File: src/rtl/csb_cmd_packer_pkg.sv
// Shared command-format definitions for the packer and the sequencer.
// Defines the burst length, the op_type encodings and the field bit positions of each word.
package csb_cmd_packer_pkg;

  localparam int CMD_BURST_LEN = 8;

  typedef enum logic [2:0] {
    OP_IDLE    = 3'b000,
    OP_CONV    = 3'b001,
    OP_MAXPOOL = 3'b100,
    OP_AVGPOOL = 3'b101
  } op_e;

  // Word 8: op / stride / kernel / sides
  localparam int W8_OP_LSB     = 0;
  localparam int W8_STRIDE_LSB = 4;
  localparam int W8_KERNEL_LSB = 8;
  localparam int W8_ISIDE_LSB  = 16;
  localparam int W8_OSIDE_LSB  = 24;
  // Word 7: channels
  localparam int W7_ICH_LSB    = 0;
  localparam int W7_OCH_LSB    = 16;
  // Word 6: mask / kernel size / stride2
  localparam int W6_MASK_LSB   = 0;
  localparam int W6_KSIZE_LSB  = 8;
  localparam int W6_STR2_LSB   = 16;
  // Word 1: paddings
  localparam int W1_P0H_LSB    = 0;
  localparam int W1_P0B_LSB    = 8;
  localparam int W1_P1H_LSB    = 16;
  localparam int W1_P1B_LSB    = 24;

  typedef struct packed {
    logic [2:0]  op_type;
    logic [3:0]  stride;
    logic [7:0]  kernel;
    logic [7:0]  i_side;
    logic [7:0]  o_side;
    logic [15:0] i_channel;
    logic [15:0] o_channel;
    logic [1:0]  result_mask;
    logic [7:0]  kernel_size;
    logic [15:0] stride2;
    logic [29:0] weight_start_addr;
    logic [29:0] data_start_addr;
    logic [29:0] p0_result_start_addr;
    logic [29:0] p1_result_start_addr;
    logic [7:0]  p0_padding_head;
    logic [7:0]  p0_padding_body;
    logic [7:0]  p1_padding_head;
    logic [7:0]  p1_padding_body;
  } cmd_desc_t;

  typedef enum logic [1:0] {
    ST_IDLE,
    ST_EMIT,
    ST_SEALED
  } state_e;

  // A descriptor the sequencer can execute: nonzero kernel/stride, stride within kernel, real op.
  function automatic logic desc_ok(input cmd_desc_t d);
    logic op_valid;
    op_valid = (d.op_type == OP_CONV) || (d.op_type == OP_MAXPOOL) || (d.op_type == OP_AVGPOOL);
    return op_valid && (d.kernel != 8'd0) && (d.stride != 4'd0) && ({4'd0, d.stride} <= d.kernel);
  endfunction

endpackage

File: src/rtl/csb_cmd_word_mux.sv
// Selects one 32-bit command word from the latched descriptor by burst counter value.
// Counter values outside 1..8 yield zero, so dout reads 0 while idle.
module csb_cmd_word_mux
  import csb_cmd_packer_pkg::*;
(
  input  logic [3:0]  sel,
  input  cmd_desc_t   desc,
  output logic [31:0] word
);

  always_comb begin
    word = '0;
    case (sel)
      4'd8: begin
        word[W8_OP_LSB     +: 3] = desc.op_type;
        word[W8_STRIDE_LSB +: 4] = desc.stride;
        word[W8_KERNEL_LSB +: 8] = desc.kernel;
        word[W8_ISIDE_LSB  +: 8] = desc.i_side;
        word[W8_OSIDE_LSB  +: 8] = desc.o_side;
      end
      4'd7: begin
        word[W7_ICH_LSB +: 16] = desc.i_channel;
        word[W7_OCH_LSB +: 16] = desc.o_channel;
      end
      4'd6: begin
        word[W6_MASK_LSB  +: 2]  = desc.result_mask;
        word[W6_KSIZE_LSB +: 8]  = desc.kernel_size;
        word[W6_STR2_LSB  +: 16] = desc.stride2;
      end
      4'd5: word = {2'b00, desc.weight_start_addr};
      4'd4: word = {2'b00, desc.data_start_addr};
      4'd3: word = {2'b00, desc.p0_result_start_addr};
      4'd2: word = {2'b00, desc.p1_result_start_addr};
      4'd1: begin
        word[W1_P0H_LSB +: 8] = desc.p0_padding_head;
        word[W1_P0B_LSB +: 8] = desc.p0_padding_body;
        word[W1_P1H_LSB +: 8] = desc.p1_padding_head;
        word[W1_P1B_LSB +: 8] = desc.p1_padding_body;
      end
      default: word = '0;
    endcase
  end

endmodule

File: src/rtl/csb_cmd_packer.sv
// Serialises layer descriptors into 8-word commands for the command FIFO and counts them.
// Optional descriptor checking is enabled with the CMD_CHECK_EN macro.
module csb_cmd_packer
  import csb_cmd_packer_pkg::*;
#(
  parameter int BURST_LEN = CMD_BURST_LEN,
  parameter int CNT_W     = 7
) (
  input  logic             clk,
  input  logic             rst,
  input  logic             in_valid,
  output logic             in_ready,
  input  logic [2:0]       op_type,
  input  logic [3:0]       stride,
  input  logic [7:0]       kernel,
  input  logic [7:0]       i_side,
  input  logic [7:0]       o_side,
  input  logic [15:0]      i_channel,
  input  logic [15:0]      o_channel,
  input  logic [1:0]       result_mask,
  input  logic [7:0]       kernel_size,
  input  logic [15:0]      stride2,
  input  logic [29:0]      weight_start_addr,
  input  logic [29:0]      data_start_addr,
  input  logic [29:0]      p0_result_start_addr,
  input  logic [29:0]      p1_result_start_addr,
  input  logic [7:0]       p0_padding_head,
  input  logic [7:0]       p0_padding_body,
  input  logic [7:0]       p1_padding_head,
  input  logic [7:0]       p1_padding_body,
  input  logic             seal,
  input  logic             fifo_full,
  output logic             wr_en,
  output logic [31:0]      dout,
  output logic [CNT_W-1:0] cmd_size,
  output logic             done,
  output logic             err
);

  state_e     state, state_d;
  logic [3:0] cnt, cnt_d;
  cmd_desc_t  desc_in, desc_q;
  logic       load, bump, reject, accept_ok;

  assign desc_in = '{op_type, stride, kernel, i_side, o_side, i_channel, o_channel,
                     result_mask, kernel_size, stride2, weight_start_addr, data_start_addr,
                     p0_result_start_addr, p1_result_start_addr, p0_padding_head,
                     p0_padding_body, p1_padding_head, p1_padding_body};

`ifdef CMD_CHECK_EN
  assign accept_ok = desc_ok(desc_in);
`else
  assign accept_ok = 1'b1;
`endif

  always_comb begin
    state_d = state;
    cnt_d   = cnt;
    load    = 1'b0;
    bump    = 1'b0;
    reject  = 1'b0;
    wr_en   = 1'b0;
    case (state)
      ST_IDLE: begin
        // A descriptor takes priority over seal; seal is picked up once the burst is out.
        if (in_valid) begin
          if (accept_ok) begin
            load    = 1'b1;
            cnt_d   = 4'(BURST_LEN);
            state_d = ST_EMIT;
          end else begin
            reject = 1'b1;
          end
        end else if (seal) begin
          state_d = ST_SEALED;
        end
      end
      ST_EMIT: begin
        wr_en = !fifo_full;
        if (wr_en) begin
          cnt_d = cnt - 4'd1;
          if (cnt == 4'd1) begin
            bump    = 1'b1;
            state_d = ST_IDLE;
          end
        end
      end
      default: ;
    endcase
  end

  always_ff @(posedge clk or posedge rst) begin
    if (rst) begin
      state    <= ST_IDLE;
      cnt      <= '0;
      desc_q   <= '0;
      cmd_size <= '0;
    end else begin
      state <= state_d;
      cnt   <= cnt_d;
      if (load) desc_q <= desc_in;
      if (bump && (cmd_size != {CNT_W{1'b1}})) cmd_size <= cmd_size + 1'b1;
    end
  end

`ifdef CMD_CHECK_EN
  logic err_q;
  always_ff @(posedge clk or posedge rst) begin
    if (rst) err_q <= 1'b0;
    else     err_q <= reject;
  end
  assign err = err_q;
`else
  assign err = 1'b0;
`endif

  // in_ready is masked by rst so every output reads 0 while reset is held.
  assign in_ready = (state == ST_IDLE) && !rst;
  assign done     = (state == ST_SEALED);

  csb_cmd_word_mux u_word_mux (
    .sel  (cnt),
    .desc (desc_q),
    .word (dout)
  );

endmodule

File: config.mk
export PLATFORM = sky130hd
export DESIGN_NAME = csb_cmd_packer
export DESIGN_NICKNAME = d
export VERILOG_FILES = /design/src/rtl/csb_cmd_packer_pkg.sv /design/src/rtl/csb_cmd_word_mux.sv /design/src/rtl/csb_cmd_packer.sv
export SDC_FILE = /design/constraint.sdc
export NUM_CORES = 1
export LEC_CHECK = 0
export BUFFER_PORTS_ARGS = -buffer_cell sky130_fd_sc_hd__buf_2
export CORE_MARGIN = 2
export CORE_UTILIZATION = 58
export CTS_BUF_LIST = sky130_fd_sc_hd__clkbuf_8 sky130_fd_sc_hd__clkbuf_16
export DETAILED_ROUTE_END_ITERATION = 8
export GPL_TIMING_DRIVEN = 0
export HOLD_SLACK_MARGIN = 0.08
export PLACE_DENSITY = 0.86
export SLEW_MARGIN = 20
export SYNTH_ARGS = -nofsm -noshare
export SYNTH_HDL_FRONTEND = slang
export SYNTH_SLANG_ARGS = --single-unit
File: constraint.sdc
create_clock -name clk -period 23.4 [get_ports clk]
set_clock_uncertainty 0.2 [all_clocks]
set_input_delay 3.51 -clock clk [delete_from_list [all_inputs] [get_ports clk]]
set_output_delay 3.51 -clock clk [all_outputs]
set_load 0.1 [all_outputs]
==> results of run 1 <==
final timing paths:
check                                  from           to  slack, ps
worst max register to register       cnt[1]  cmd_size[1]      21270
worst min-delay path            desc_q[208]  desc_q[208]        290
worst max-delay path              fifo_full        wr_en      15160
min in group asynchronous               rst  cmd_size[4]       2840
max in group asynchronous               rst  desc_q[193]      19300
worst min register to register  desc_q[208]  desc_q[208]        290
cell type report:
class / instances / area, um^2 / area share
Clock buffer: 34 / 772 / 0.0540
Multi-Input combinational cell: 517 / 4720 / 0.330
Inverter: 5 / 26.3 / 0.00184
Clock inverter: 12 / 108 / 0.00752
Antenna cell: 3 / 7.51 / 0.000525
Timing Repair Buffer: 289 / 1490 / 0.104
Tap cell: 265 / 332 / 0.0232
Buffer: 67 / 498 / 0.0348
Sequential cell: 254 / 6360 / 0.444
layer usage:
layer,up-vias,part of all wire,track usage
li1,3784,-,-
met4,0,0.054,0.174
met2,590,0.47,0.568
met5,-,0,0
met1,4472,0.38,0.446
met3,122,0.10,0.0871
flip-flops by register name (all words and copies together) (netlist names):
name	cells
state	2
desc_q	241
cnt	4
cmd_size	7
cell usage in the layout, fill, tap and decap left out, drive strengths merged, types with 14 or more instances in the layout:
cell type,instances
buf,341
mux2,255
dfrtp,254
clkbuf,49
a22oi,33
nand2,29
a21oi,26
o21ai,26
a22o,19
nand3,14
logic make-up (layout without fill, tap and decap cells):
| family | after synthesis | in the layout | share of synthesized area |
|---|---|---|---|
| AND/OR/NAND/NOR | 78 | 78 | 0.0340 |
| flip-flops | 254 | 254 | 0.548 |
| adder cells (fa/ha/maj) | 5 | 5 | 0.00540 |
| buffers and inverters | 72 | 407 | 0.0446 |
| AO/OA/AOI/OAI | 172 | 172 | 0.110 |
| other | 1 | 4 | 0.000324 |
| multiplexers | 255 | 255 | 0.252 |
| XOR/XNOR | 6 | 6 | 0.00453 |
report_power, final:
part	internal [mW]	total, mW	switching, mW	leakage, nW
sequential	0.647	0.769	0.122	3.13
combinational	0.322	1.01	0.686	3.22
clock	0.252	0.423	0.171	0.458
total	1.22	2.20	0.979	6.80
==> results.yml, run 1 <==
outcome:
  status: "finished clean"
worst_setup_path:
  cp_max_fo: 6
  startpoint_type: "primary input"
  crit_cells: 3
  path_common_cell: "buf_2"
  worst_path_max_delay_cell: "buf_2"
  arrival_ps: 4530
  crit_type: "primary input to output pin"
  crit_family: "buffers and inverters"
  cp_num_buf_inv: 2
  end_kind: "output pin"
  worstPathRequired_ps: 19690
  reg2reg_depth: 6
  max_stage_delay_ps: 510
  worstPathCellList: "buf_2, nor3b_4, buf_2"
cts:
  cts.path.max_buffers: 3
  cts_max_level: 1
  clk_pin_slew_worst_paths_ps: 60
  root_buffer: "clkbuf_16"
  ctsResizeCount: 0
  post_cts_buffers: 0
  cts_buffers: 26
  cts.sinks: 254
  tritoncts: "built"
  clock_latency_ps: 520
  hold_buffers: 0
finish:
  design_area_mm2: 0.0143
  nets: 1411
  syn2layout_area_growth_pct: 23.5
  utilization: 0.733
  fillers: 1331
  instances_no_fill: 1446
  layout-drive-gt1-share: 0.407
sta:
  setup_viol: 0
  fin_crit_sh: 0.352
  fin_ws_ps: 15160
  holdWs_ps: 289
  rsz0062_at_grt: "false"
  fin_setup_tns_ps: 0
  worst_pin_slew_ps: 864
  finalHoldViolations: 0
  fmaxAchievable_mhz: 121
  period_minus_slack_ps: 8240
  relSlewSlack: 0.424
  slew_violations: 0
die:
  core-area_mm2: 0.0195
  die_area_mm2: 0.0211
  num_rows: 51
  ioPinCount: 289
  initial_core_util: 0.593
  chipWidth_um: 145
  die_y_um: 145
logic_synthesis:
  synth.largest_area_cell: "dfrtp_1"
  syn_avg_cell_area_um2: 13.7
  synth_area_mm2: 0.0116
  synthTopCellsByArea: "dfrtp_1 (55%), mux2_1 (16%), mux2_2 (7.7%), a22oi_1 (2.1%), mux2_4 (1.8%)"
  synth.most_common_cell: "dfrtp_1"
  synth_common_cells: "dfrtp_1 (254), mux2_1 (162), mux2_2 (79)"
  ys.flop_type: "dfrtp_1"
  syn_nets: 1094
  ys_warn_count: 0
  synth-seq-area-share: 0.548
  ys_seq_elements: 254
  netlist_instances: 843
  synthArstFlopShare: 1.00
  synth.top_cell.area_share: 0.548
  synth_edf_count: 0
  yosysUniqueCellTypes: 49
power_and_ir_drop:
  p_per_area_mw_per_mm2: 154
  finalPower_mw: 2.20
  ir_worst_vdd_mv: 0.155
  p_leak_nw: 6.80
placed_design:
  globalplace.congestion: 0.924
  placed_cells: 1397
  dp_hpwl_um: 27000
  io_buffers: 287
  place_area_mm2: 0.0134
  dp_slack_ps: 15170
detailed_routing:
  drt_iter0_markers: 794
  drcViolationCount: 0
  firstDrtPassIters: 5
  routedWlPerCell_um: 25.9
  vias: 8968
  ant_nets: 0
  routed_via_density: 6.20
  wirelength_um: 37400
global_routing:
  grt_pass1_wl_um: 55300
  grt_usage: 0.351
  grt_pass1_vias: 9344
  antenna_found_initial: 3
  overflow: 0
  grt_max_degree: 101
worst_hold_path:
  hold_depth: 1
  holdCritPathClass: "flop to flop"
flow_run:
  max_cap_violations: 0
(Power assumes the default switching activity.)
==> run 2: changes to the inputs <==
--- a/config.mk
+++ b/config.mk
@@ -5,14 +5,15 @@
 export SDC_FILE = /design/constraint.sdc
 export NUM_CORES = 1
 export LEC_CHECK = 0
+export ABC_AREA = 1
 export BUFFER_PORTS_ARGS = -buffer_cell sky130_fd_sc_hd__buf_2
 export CORE_MARGIN = 2
-export CORE_UTILIZATION = 58
+export CORE_UTILIZATION = 49
 export CTS_BUF_LIST = sky130_fd_sc_hd__clkbuf_8 sky130_fd_sc_hd__clkbuf_16
 export DETAILED_ROUTE_END_ITERATION = 8
 export GPL_TIMING_DRIVEN = 0
 export HOLD_SLACK_MARGIN = 0.08
-export PLACE_DENSITY = 0.86
+export PLACE_DENSITY = 0.77
 export SLEW_MARGIN = 20
 export SYNTH_ARGS = -nofsm -noshare
 export SYNTH_HDL_FRONTEND = slang
==> constraint.sdc (replaced) <==
create_clock -name clk -period 7.3 [get_ports clk]
set_clock_uncertainty 0.2 [all_clocks]
set_input_delay 1.095 -clock clk [delete_from_list [all_inputs] [get_ports clk]]
set_output_delay 1.095 -clock clk [all_outputs]
set_load 0.1 [all_outputs]
==> run 2 against run 1 <==
Routed wire length grew 6.9%; total power rose by 30%; sequential power grew 83%; core utilization fell by 12 points; first-iteration DRC count rose by 39%; non-clock buffer count is 25 higher; final cell count grew 54%; area after synthesis is 3.1% higher; sequential cell count unchanged; critical path depth is 5 higher; sequential share of layout area is 1.5 points lower; critical path type is now flop to output pin; largest power group is now sequential cells; highest routed layer unchanged.
==> results.yml, run 2 <==
finish:
  multi_input_area_mm2: 0.00470
  final_common_cell: "nand2_1"
  layout-drive-gt1-share: 0.227
  diodes: 0
  design_area_mm2: 0.0148
  fillers: 2186
  syn2layout_area_growth_pct: 24.0
  nets: 2130
  layout_common_cells: "nand2_1 (831), buf_2 (311), dfrtp_1 (254), o21ai_0 (93), inv_1 (77)"
  ff_latch_area_mm2: 0.00636
  largest_register_ffs: 241
  regMostFlops: "desc_q"
  top_regs: "desc_q (241), cmd_size (7), cnt (4)"
die:
  chipWidth_um: 160
  core-area_mm2: 0.0241
  die_y_um: 160
  ioPinCount: 289
  initial_core_util: 0.496
  num_rows: 57
  die_area_mm2: 0.0257
detailed_routing:
  wl_met3_um: 3670
  drt_iter0_markers: 1106
  wl_met2_um: 18100
  drcViolationCount: 0
  ant_nets: 0
  firstDrtPassIters: 6
  top_layer: "met4"
  vias: 11500
  routed_via_density: 5.17
  m1WireLength_um: 16500
  wirelength_um: 40000
  routedWlPerCell_um: 18.0
logic_synthesis:
  ys.flop_type: "dfrtp_1"
  ys_warn_count: 0
  netlist_instances: 1556
  syn_nets: 1807
  ys_seq_elements: 254
  synth.top_cell.area_share: 0.532
  yosysUniqueCellTypes: 27
  syn_avg_cell_area_um2: 7.68
  synth-seq-area-share: 0.532
  synthArstFlopShare: 1.00
  synth_area_mm2: 0.0120
  synth_edf_count: 0
  synth_common_cells: "nand2_1 (831), dfrtp_1 (254), o21ai_0 (93)"
  synthTopCellsByArea: "dfrtp_1 (53%), nand2_1 (26%), o21ai_0 (3.9%), inv_1 (2.4%), nor2_1 (2.4%)"
  synth.most_common_cell: "nand2_1"
  synth.largest_area_cell: "dfrtp_1"
worst_hold_path:
  holdCritPathClass: "flop to flop"
  min_from: "cmd_size[6]"
sta:
  fin_crit_sh: 0.583
  relSlewSlack: 0.565
  fin_setup_tns_ps: 0
  fmaxAchievable_mhz: 235
  rsz0062_at_grt: "false"
  fin_ws_ps: 3040
  worst_pin_slew_ps: 646
  slew_violations: 0
  setup_viol: 0
  finalHoldViolations: 0
  period_minus_slack_ps: 4260
worst_setup_path:
  worst_path_max_delay_cell: "o21ai_0"
  max_stage_delay_ps: 580
  r2r-start: "cnt[1]"
  worstPathCellList: "inv_1, ha_1, nand3_1, clkbuf_1, o21ai_0, nor2_1, nand2_1, buf_2"
  end_kind: "output pin"
  crit_type: "flop to output pin"
  cp-startpoint: "cnt[0]"
  cp_num_buf_inv: 3
  crit_family: "buffers and inverters"
  startpoint_type: "flop"
  cp_max_fo: 10
  worstPathRequired_ps: 6000
  arrival_ps: 2960
cts:
  ctsResizeCount: 0
  cts_max_level: 1
  tritoncts: "built"
  cts_buffers: 26
  cts.path.max_buffers: 3
  root_buffer: "clkbuf_16"
  post_cts_buffers: 0
  hold_buffers: 0
  clk_pin_slew_worst_paths_ps: 60
  cts.sinks: 254
  clock_latency_ps: 530
placed_design:
  dp_slack_ps: 3650
  dp_hpwl_um: 30300
  globalplace.congestion: 0.913
  io_buffers: 287
  place_area_mm2: 0.0140
power_and_ir_drop:
  power.share.clock: 0.468
  ir_worst_vdd_mv: 0.208
  pwr-share-seq: 0.491
  pwr-share-comb: 0.041
  netSwitchingFraction: 0.221
  p_leak_nw: 8.68
  p_int_mw: 2.23
  switchingPower_mw: 0.633
  p_per_area_mw_per_mm2: 193
flow_run:
  max_cap_violations: 0
global_routing:
  overflow: 0
  grt_usage: 0.310
  grt_pass1_wl_um: 61200
  grt_max_degree: 37
  grt_pass1_vias: 11200
  antenna_found_initial: 0
outcome:
  status: "finished clean"
==> run 2: changes by cell type after synthesis, moves of 40 or more <==
| cell | before | now |
|---|---|---|
| inv_1 | 5 | 75 |
| mux2_1 | 162 | 0 |
| mux2_2 | 79 | 0 |
| nand2_1 | 29 | 831 |
| nand3_1 | 14 | 54 |
| nor2_1 | 12 | 75 |
| o21ai_0 | 17 | 93 |
==> run 2: power groups by stage <==
| stage | combinational [mW] | clock [mW] | sequential [mW] |
|---|---|---|---|
| 6_report | 0.118 | 1.34 | 1.41 |
| 5_1_grt | 0.128 | 1.40 | 1.41 |
| 4_1_cts | 0.118 | 1.35 | 1.41 |
| 3_5_place_dp | 0.118 | 0 | 1.43 |
| 3_3_place_gp | 0.106 | 0 | 1.43 |
| 2_1_floorplan | 0.0236 | 0 | 1.43 |
==> run 2: cells by family after synthesis <==
logic type	count (synthesis)	share of synthesized area
and+or+nand+nor	1002	0.333
AOI/OAI and AO/OA	126	0.0530
adders and majority gates	5	0.00523
xor gates and xnor gates	3	0.00220
DFF	254	0.532
other	1	0.000314
buffers and inverters	165	0.0750
==> run 2: layer usage <==
metal	global-route usage	vias up
met5	0	-
met4	0.127	0
met3	0.0626	94
met2	0.487	582
met1	0.425	5371
li1	-	5443
==> run 2: area by class of cell <==
class	instances	share of cell area
sequential	254	0.429
clock inverter	16	0.00904
tap	324	0.0274
inverter	79	0.0206
buffer	86	0.0401
clock buffer	30	0.0484
multi-input combinational	1137	0.317
timing repair buffer	295	0.108
==> run 2: worst paths after layout <==
path	to	slack, ps	cells past startpoint
min in group asynchronous	state[1]	390	2
worst max-delay path	dout[7]	3040	8
worst min register to register	cmd_size[6]	270	1
worst max register to register	cmd_size[3]	5400	9
max in group asynchronous	desc_q[81]	5550	5
worst min-delay path	cmd_size[6]	270	1
==> run 2: stage by stage <==
step                       util  hold slack, ps  total power, mW  instances
after floorplan               -             249             1.46       1556
after global placement    0.572             262             1.54       2167
after detailed placement  0.579             265             1.55       2175
after CTS                 0.615             279             2.87       2221
after global routing      0.615             294             2.93       2221
final                     0.615             274             2.87       2221
